**src/rtl/pll_reset_sequencer.sv**
```systemverilog
// PLL bring-up sequencer: pulses the PLL reset, waits for a filtered lock, retries
// on timeout and falls back to bypass once the retry budget is spent.
module pll_reset_sequencer #(
    parameter int RST_HOLD_CYCLES     = 48,
    parameter int LOCK_TIMEOUT_CYCLES = 48000,
    parameter int LOCK_STABLE_CYCLES  = 4800,
    parameter int MAX_RETRIES         = 3
) (
    input  logic       clk,
    input  logic       reset,
    input  logic       pll_locked,
    input  logic       restart,
    output logic       pll_rst_n,
    output logic       pll_bypass,
    output logic       ready,
    output logic       fault,
    output logic [1:0] retry_count,
    output logic [7:0] lock_lost_count
);

    localparam int MAX_A      = (RST_HOLD_CYCLES > LOCK_TIMEOUT_CYCLES) ? RST_HOLD_CYCLES : LOCK_TIMEOUT_CYCLES;
    localparam int MAX_CYCLES = (MAX_A > LOCK_STABLE_CYCLES) ? MAX_A : LOCK_STABLE_CYCLES;
    localparam int CNT_W      = $clog2(MAX_CYCLES + 1);

    localparam logic [CNT_W-1:0] HOLD_LAST    = CNT_W'(RST_HOLD_CYCLES - 1);
    localparam logic [CNT_W-1:0] TIMEOUT_LAST = CNT_W'(LOCK_TIMEOUT_CYCLES - 1);
    // The WAIT_LOCK cycle that first sees lock_s high is the first stable cycle,
    // so LOCK_FILTER only has to cover the remaining LOCK_STABLE_CYCLES-1.
    localparam logic [CNT_W-1:0] STABLE_LAST  =
        CNT_W'((LOCK_STABLE_CYCLES > 2) ? (LOCK_STABLE_CYCLES - 2) : 0);
    localparam logic [1:0]       RETRY_LIMIT  = 2'(MAX_RETRIES);

    typedef enum logic [2:0] {
        PLL_RST,
        WAIT_LOCK,
        LOCK_FILTER,
        RUN,
        FAULT
    } state_t;

    state_t           state_reg, state_next;
    logic [CNT_W-1:0] cnt_reg, cnt_next;
    logic [1:0]       sync_reg;
    logic             lock_s;
    logic             pll_rst_n_next, pll_bypass_next, ready_next, fault_next;
    logic [1:0]       retry_next;
    logic [7:0]       lost_next;

    assign lock_s = sync_reg[1];

    always_ff @(posedge clk or posedge reset) begin
        if (reset) begin
            sync_reg <= 2'b00;
        end else begin
            sync_reg <= {sync_reg[0], pll_locked};
        end
    end

    always_ff @(posedge clk or posedge reset) begin
        if (reset) begin
            state_reg       <= PLL_RST;
            cnt_reg         <= '0;
            pll_rst_n       <= 1'b0;
            pll_bypass      <= 1'b0;
            ready           <= 1'b0;
            fault           <= 1'b0;
            retry_count     <= 2'd0;
            lock_lost_count <= 8'd0;
        end else begin
            state_reg       <= state_next;
            cnt_reg         <= cnt_next;
            pll_rst_n       <= pll_rst_n_next;
            pll_bypass      <= pll_bypass_next;
            ready           <= ready_next;
            fault           <= fault_next;
            retry_count     <= retry_next;
            lock_lost_count <= lost_next;
        end
    end

    always_comb begin
        state_next = state_reg;
        retry_next = retry_count;
        lost_next  = lock_lost_count;

        case (state_reg)
            PLL_RST: begin
                if (cnt_reg == HOLD_LAST) begin
                    state_next = WAIT_LOCK;
                end
            end
            WAIT_LOCK: begin
                if (lock_s) begin
                    state_next = LOCK_FILTER;
                end else if (cnt_reg == TIMEOUT_LAST) begin
                    if (retry_count == RETRY_LIMIT) begin
                        state_next = FAULT;
                    end else begin
                        retry_next = retry_count + 2'd1;
                        state_next = PLL_RST;
                    end
                end
            end
            LOCK_FILTER: begin
                if (!lock_s) begin
                    state_next = WAIT_LOCK;
                end else if (cnt_reg >= STABLE_LAST) begin
                    state_next = RUN;
                end
            end
            RUN: begin
                if (!lock_s) begin
                    state_next = PLL_RST;
                    retry_next = 2'd0;
                    if (lock_lost_count != 8'hFF) begin
                        lost_next = lock_lost_count + 8'd1;
                    end
                end
            end
            FAULT: begin
                state_next = FAULT;
            end
            default: begin
                state_next = PLL_RST;
            end
        endcase

        // Restart overrides everything, including a lock loss seen this cycle.
        if (restart) begin
            state_next = PLL_RST;
            retry_next = 2'd0;
            lost_next  = lock_lost_count;
        end

        if (restart || (state_next != state_reg)) begin
            cnt_next = '0;
        end else if ((state_reg == RUN) || (state_reg == FAULT)) begin
            cnt_next = cnt_reg;
        end else begin
            cnt_next = cnt_reg + 1'b1;
        end

        pll_rst_n_next  = (state_next == WAIT_LOCK) || (state_next == LOCK_FILTER) ||
                          (state_next == RUN);
        pll_bypass_next = (state_next == FAULT);
        fault_next      = (state_next == FAULT);
        ready_next      = (state_next == RUN);
    end

endmodule
```
**config.mk**
```make
export PLATFORM = sky130hd
export DESIGN_NAME = pll_reset_sequencer
export DESIGN_NICKNAME = d
export VERILOG_FILES = /design/src/rtl/pll_reset_sequencer.sv
export SDC_FILE = /design/constraint.sdc
export NUM_CORES = 1
export LEC_CHECK = 0
export BUFFER_PORTS_ARGS = -buffer_cell sky130_fd_sc_hd__buf_2
export CAP_MARGIN = 20
export CORE_ASPECT_RATIO = 2
export CORE_MARGIN = 1.5
export CORE_UTILIZATION = 50
export CTS_BUF_LIST = sky130_fd_sc_hd__clkbuf_4
export CTS_CLUSTER_DIAMETER = 120
export CTS_CLUSTER_SIZE = 24
export DETAILED_ROUTE_END_ITERATION = 16
export HOLD_SLACK_MARGIN = 0.1
export PLACE_DENSITY = 0.69
export SLEW_MARGIN = 25
export SYNTH_ARGS = -nofsm -noshare
export SYNTH_HDL_FRONTEND = slang
export SYNTH_SLANG_ARGS = --single-unit
```
**constraint.sdc**
```tcl
create_clock -name clk -period 4 [get_ports clk]
set_clock_uncertainty 0.05 [all_clocks]
set_input_delay 0.2 -clock clk [delete_from_list [all_inputs] [get_ports clk]]
set_output_delay 0.2 -clock clk [all_outputs]
set_load 0.005 [all_outputs]
```
==> impl_metrics.csv, run 1 <==
group,metric,value,unit
setup_path,path_cells,"inv_1 -> ha_1 -> or2_0 -> a41o_1 -> a32o_1 -> or4_1 -> a21oi_1",
placed_design,dp_slack,1.329,ns
finish,fin_util,57.65,%
clock_network,cts.clk_slew.worst_paths,0.10,ns
setup_path,endpoint_kind,"register",
setup_path,crit_slowest_cell,"or4_1",
logic_synthesis,avgSynthCellArea,9.990,um2
drt,drt-wirelength-per-cell,14.47,um
finish,area_growth,8.457,%
hold_path,whs_path_depth,0,
pwr,combinationalPowerShare,6.3,%
clock_network,cts_buffer_depth,2,
sta,whs,0.3061,ns
finish,largest_reg_flops,16,
sta,hold_violations,0,
status,status,"completed",
setup_path,crit_path_max_incr_delay,0.88,ns
setup_path,critPathKind,"reg2reg",
die,initial_core_util,53.16,%
logic_synthesis,synth_area,1938,um2
sta,slew_headroom,52.05,%
finish,fin_nets,220,
grt,grtUsageTotal,21.23,%
logic_synthesis,synth_fp_nets,202,
placed_design,io_buffers,17,
setup_path,critical-path-top-delay-family,"simple AND/OR/NAND/NOR gates",
setup_path,startpoint_type,"register",
clock_network,h-tree-depth,2,
placed_design,dp_cells,251,
placed_design,gp_congestion,0.8311,
clock_network,clock_sinks,34,
drt,drc_errors,0,
setup_path,rr_endpoint,"cnt_reg[3]",
sta,post-route-period-util,66.01,%
pwr,p_int,425.9,uW
setup_path,cp_max_fo,16,
logic_synthesis,synth_top_area_share,43.90,%
pwr,p_clk_share,30.5,%
die,coreArea,3646,um2
pwr,switchingPower,136.2,uW
die,ioPinCount,18,
logic_synthesis,synth-warning-count,0,
sta,setup_violations,0,
drt,drtPass1Iterations,4,
die,die_area,4281,um2
clock_network,cts_buffers,5,
pwr,power_frac_seq,63.2,%
clock_network,cts_tree,"done",
logic_synthesis,ys_types,48,
hold_path,holdCritStartpoint,"sync_reg[0]",
setup_path,r2r_start,"cnt_reg[0]",
pwr,switching_share,24.23,%
grt,antenna_found_initial,0,
setup_path,path_buf_inv,1,
clock_network,clk_latency,0.33,ns
finish,stdcell_count,262,
drt,avgViaCountPerCell,5.534,
setup_path,rr_worst_depth,7,
grt,grt_pass1_wl,6699,um
drt,drt-initial-drc-count,15,
grt,gr-total-overflow,0,
drt,wirelength,3790,um
logic_synthesis,synth_flop_cell,"dfrtp_1",
sta,rsz0062_at_grt,"no",
logic_synthesis,syn-instance-count,194,
sta,layout_setup_ws,1.360,ns
hold_path,hold_path.class,"reg2reg",
clock_network,clock-root-buffer,"clkbuf_4",
grt,grt_max_degree,35,
logic_synthesis,synth-seq-cells,34,
placed_design,dpl.hpwl,2885,um
sta,max_freq,378.7,MHz
logic_synthesis,synth-edff-count,0,
grt,grt_pass1_vias,1526,
setup_path,required,4.21,ns
sta,drv_slew,0,
logic_synthesis,netlist_top_cells_area,"dfrtp_1 (44%), xnor2_1 (6.3%), a21oi_2 (4.5%), xor2_1 (4.1%), a21oi_1 (3.1%)",
die,die-width,47.03,um
logic_synthesis,synth_top_area_cell,"dfrtp_1",
drt,via_count,1450,
hold_path,hold_path_end,"sync_reg[1]",
pwr,leakagePower,0.0009570,uW
logic_synthesis,yosysSeqAreaShare,43.90,%
die,rows,31,
sta,worstMarginPinSlew,0.7192,ns
setup_path,cp_data_arrival_time,2.85,ns
die,die_h,91.05,um
drt,antenna_left,0,
logic_synthesis,synthArstFlopShare,100.0,%
pwr,ir_worst_vdd,0.1855,mV
run,drv_cap,0,
sta,period_needed,2.640,ns
sta,tns,0,ns
finish,antennaDiodeCount,0,
pwr,cellPowerDensity,267.4,nW/um2
finish,drive_gt1_share,19.72,%
setup_path,rrSetupSlack,1.36,ns
==> layer usage <==
metal	vias up	routed length, um	track usage (%)
met3	10	98	4.175
met5	-	0	0
met4	0	95	9.259
met1	701	1352	21.38
met2	26	2245	38.36
li1	713	-	-
==> final cells by class <==
class                           count  area (um2)
Clock buffer                        5       37.54
Clock inverter                      3       11.26
Fill cell                         345        1544
Inverter                           10       37.54
Multi-Input combinational cell    139       973.4
Sequential cell                    34       850.8
Tap cell                           49       61.31
Timing Repair Buffer               22       130.1
==> cell usage after synthesis, drive strengths merged, types with 2 or more instances <==
library cell	count
clkbuf	4
nor2	15
xor2	9
inv	10
nor4b	2
xnor2	14
nand3	10
or3b	2
o21bai	2
nand2b	2
o31ai	2
buf	7
nand4	6
ha	4
o211ai	2
dfrtp	34
and2	4
a21oi	22
a21boi	2
nor3	5
nand4b	2
nor4	4
nand2	13
==> logic make-up after synthesis <==
kind of cell               count (synthesis)  synth area share [%]
and+or+nand+nor                           76                 22.53
AOI/OAI and AO/OA                         35                 14.14
DFF                                       34                 43.90
xor gates and xnor gates                  23                 10.39
buffers and inverters                     21                 5.874
adders and majority gates                  4                 2.582
muxes                                      1                0.5810
==> power groups by stage <==
stage | clock, uW | combinational [uW] | sequential [uW]
after floorplan | 0 | 27.1 | 361
after global placement | 0 | 32.2 | 362
after detailed placement | 0 | 34.1 | 362
after CTS | 181 | 36.3 | 355
after global routing | 195 | 41.6 | 356
final | 171 | 35.2 | 355
==> cell usage in the layout (no fill, tap or decap), types with 3 or more instances in the layout <==
cell,n
dfrtp_1,34
buf_2,17
nor2_1,15
xnor2_1,14
nand2_1,13
a21oi_1,12
nand3_1,10
inv_1,10
a21oi_2,10
xor2_1,9
nand4_1,6
nor3_1,5
clkbuf_4,5
ha_1,4
nor4_1,3
and2_1,3
clkinv_1,3
dlygate4sd3_1,3
==> repair_timing <==
item / 4_1_cts / 5_1_grt
hold buffers: 3 / 0
gates resized for setup: 0 / 0
endpoints found under the hold margin: 39 / 0
buffers inserted: 0 / 0
==> metrics by stage <==
stage                     cell area [um2]  total power (uW)
after floorplan                      1938             388.1
after global placement               2023             394.0
after detailed placement             2023             396.3
after CTS                            2102             573.1
after global routing                 2102             592.4
final                                2102             562.1
==> worst max path at each step <==
stage / cells after the start / slack [ns] / startpoint / endpoint
finish: 7 / 1.36 / cnt_reg[0] / cnt_reg[3]
global route: 6 / 1.12 / cnt_reg[1] / cnt_reg[0]
CTS: 6 / 1.31 / cnt_reg[1] / cnt_reg[3]
detailed placement: 6 / 1.33 / cnt_reg[1] / cnt_reg[3]
global placement: 7 / 1.43 / cnt_reg[0] / cnt_reg[10]
floorplan: 9 / 1.70 / cnt_reg[0] / cnt_reg[15]
Power figures use the tool's default switching activity.
==> run 2, diff against run 1 <==
--- a/config.mk
+++ b/config.mk
@@ -15,7 +15,7 @@
 export CTS_CLUSTER_SIZE = 24
 export DETAILED_ROUTE_END_ITERATION = 16
 export HOLD_SLACK_MARGIN = 0.1
-export PLACE_DENSITY = 0.69
+export PLACE_DENSITY = 0.72
 export SLEW_MARGIN = 25
 export SYNTH_ARGS = -nofsm -noshare
 export SYNTH_HDL_FRONTEND = slang
==> constraint.sdc (replaced) <==
create_clock -name clk -period 2.2 [get_ports clk]
set_clock_uncertainty 0.05 [all_clocks]
set_input_delay 0.11 -clock clk [delete_from_list [all_inputs] [get_ports clk]]
set_output_delay 0.11 -clock clk [all_outputs]
set_load 0.005 [all_outputs]
==> impl_metrics.csv, run 2 (synthesis gave the netlist of run 1 again) <==
group,metric,value,unit
pwr,leakagePower,0.001029,uW
finish,area_growth,15.17,%
grt,grtUsageTotal,24.35,%
clock_network,clock_sinks,34,
finish,most-common-layout-cells,"dfrtp_1 (34), buf_2 (17), nor2_1 (15)",
pwr,p_int,785.1,uW
clock_network,clk_latency,0.33,ns
finish,fin_util,61.22,%
sta,max_freq,447.8,MHz
finish,drive_gt1_share,26.22,%
setup_path,rr_worst_depth,8,
clock_network,cts_buffers,5,
die,rows,31,
placed_design,dp_slack,-0.05878,ns
die,die_area,4281,um2
finish,fillers,328,
sta,period_needed,2.233,ns
hold_path,hold_path_end,"sync_reg[1]",
clock_network,cts_buffer_depth,2,
grt,antenna_found_initial,0,
grt,grt_max_degree,35,
hold_path,hold_path.class,"reg2reg",
placed_design,dpl.hpwl,3264,um
sta,post-route-period-util,101.5,%
clock_network,cts_tree,"done",
pwr,switchingPower,255.3,uW
grt,use_met3,3.976,%
finish,largest_reg_flops,16,
placed_design,io_buffers,17,
drt,drt-wirelength-per-cell,15.82,um
pwr,cellPowerDensity,466.1,nW/um2
drt,via_count,1574,
sta,drv_slew,0,
sta,rsz0062_at_grt,"yes",
die,ioPinCount,18,
placed_design,dp_cells,263,
finish,stdcell_count,274,
pwr,power_frac_seq,62.1,%
grt,grt_pass1_vias,1654,
finish,multi_input_area,988.4,um2
setup_path,required,2.41,ns
die,initial_core_util,53.16,%
grt,grtUsageMet1,25.62,%
clock_network,clock-root-buffer,"clkbuf_4",
run,drv_cap,0,
finish,antennaDiodeCount,0,
sta,slew_headroom,67.93,%
drt,drt-initial-drc-count,27,
drt,avgViaCountPerCell,5.745,
grt,grtUsageMet2,42.58,%
die,coreArea,3646,um2
drt,wirelength,4334,um
status,violations,"negative setup slack",
clock_network,cts.clk_slew.worst_paths,0.10,ns
sta,hold_violations,0,
hold_path,whs_path_depth,0,
setup_path,rrSetupSlack,-0.03,ns
finish,fin_nets,232,
grt,grt_pass1_wl,7679,um
pwr,total_power,1040,uW
pwr,switching_share,24.53,%
sta,worstMarginPinSlew,0.4774,ns
grt,gr-total-overflow,0,
grt,busiest_layer,"met2",
sta,layout_setup_ws,-0.03290,ns
finish,final-seq-area,850.8,um2
setup_path,r2r_start,"cnt_reg[0]",
drt,drc_errors,0,
status,status,"finished, violations left",
setup_path,startpoint_type,"register",
placed_design,gp_congestion,0.8520,
die,die_h,91.05,um
drt,drtPass1Iterations,4,
clock_network,h-tree-depth,2,
setup_path,cp_max_fo,16,
setup_path,rr_endpoint,"cnt_reg[3]",
pwr,combinationalPowerShare,7.7,%
sta,setup_violations,15,
pwr,p_clk_share,30.2,%
die,die-width,47.03,um
finish,layout_commonest_cell,"dfrtp_1",
setup_path,cp_data_arrival_time,2.44,ns
pwr,ir_worst_vdd,0.4071,mV
setup_path,endpoint_kind,"register",
setup_path,critPathKind,"reg2reg",
drt,antenna_left,0,
hold_path,holdCritStartpoint,"sync_reg[0]",
-- run 2: changes by cell type in the layout (fill, tap and decap cells not counted), sizes merged --
cell	previous run	this run
buf	19	31
-- run 2: critical path, cell delays in order (launching register included) --
cell     delay [ns]
dfrtp_1        0.41
inv_2          0.05
ha_1           0.18
or2_0          0.19
a41o_1         0.22
a32o_1         0.23
or4_4          0.53
buf_12         0.18
a21oi_1        0.12
-- run 2: layout make-up --
cell class	count	area share, %
multi-input combinational	139	44.28
tap	49	2.747
clock inverter	3	0.5045
sequential	34	38.12
clock buffer	5	1.682
inverter	10	1.682
timing repair buffer	34	10.99
-- run 2: power by group through the flow --
stage,Combinational [uW],Sequential (uW),Clock [uW]
after floorplan,49.4,656,0
after global placement,68.5,657,0
after detailed placement,71.9,659,0
after CTS,80.2,646,324
after global routing,88.8,649,348
final,80.0,646,314
-- run 2: how the worst max path moves through the flow --
stage	startpoint	to	slack, ns	cells past startpoint
6_report	cnt_reg[0]	cnt_reg[3]	-0.03	8
5_1_grt	cnt_reg[0]	cnt_reg[3]	-0.10	8
4_1_cts	cnt_reg[0]	cnt_reg[2]	-0.04	8
3_5_place_dp	cnt_reg[0]	cnt_reg[2]	-0.06	8
3_3_place_gp	cnt_reg[0]	cnt_reg[2]	-0.01	8
2_1_floorplan	cnt_reg[0]	cnt_reg[15]	-0.02	9
-- run 2: through the flow --
| stage | TNS, ns | hold WS, ns | area, um2 |
|---|---|---|---|
| 6_report | -0.1863 | 0.3147 | 2232 |
| 5_1_grt | -1.358 | 0.3208 | 2232 |
| 4_1_cts | -0.3953 | 0.3204 | 2221 |
| 3_5_place_dp | -0.6003 | 0.1701 | 2126 |
| 3_3_place_gp | -0.08137 | 0.1627 | 2126 |
| 2_1_floorplan | -0.2493 | 0.09143 | 1938 |
-- run 2: timing repair --
action / in CTS / in global routing
endpoints found under the setup margin: 16 / 18
setup buffers: 0 / 0
endpoints found under the hold margin: 39 / 0
pin swaps: 0 / 1
hold buffers: 3 / 0
resized for setup: 4 / 3
-- run 2: per-layer routing --
metal	wire length, um	vias to the layer above	share of wire, %
met5	0	-	0
met4	178	0	4.1
met3	121	18	2.8
met2	2588	34	60
met1	1446	785	33
li1	-	737	-
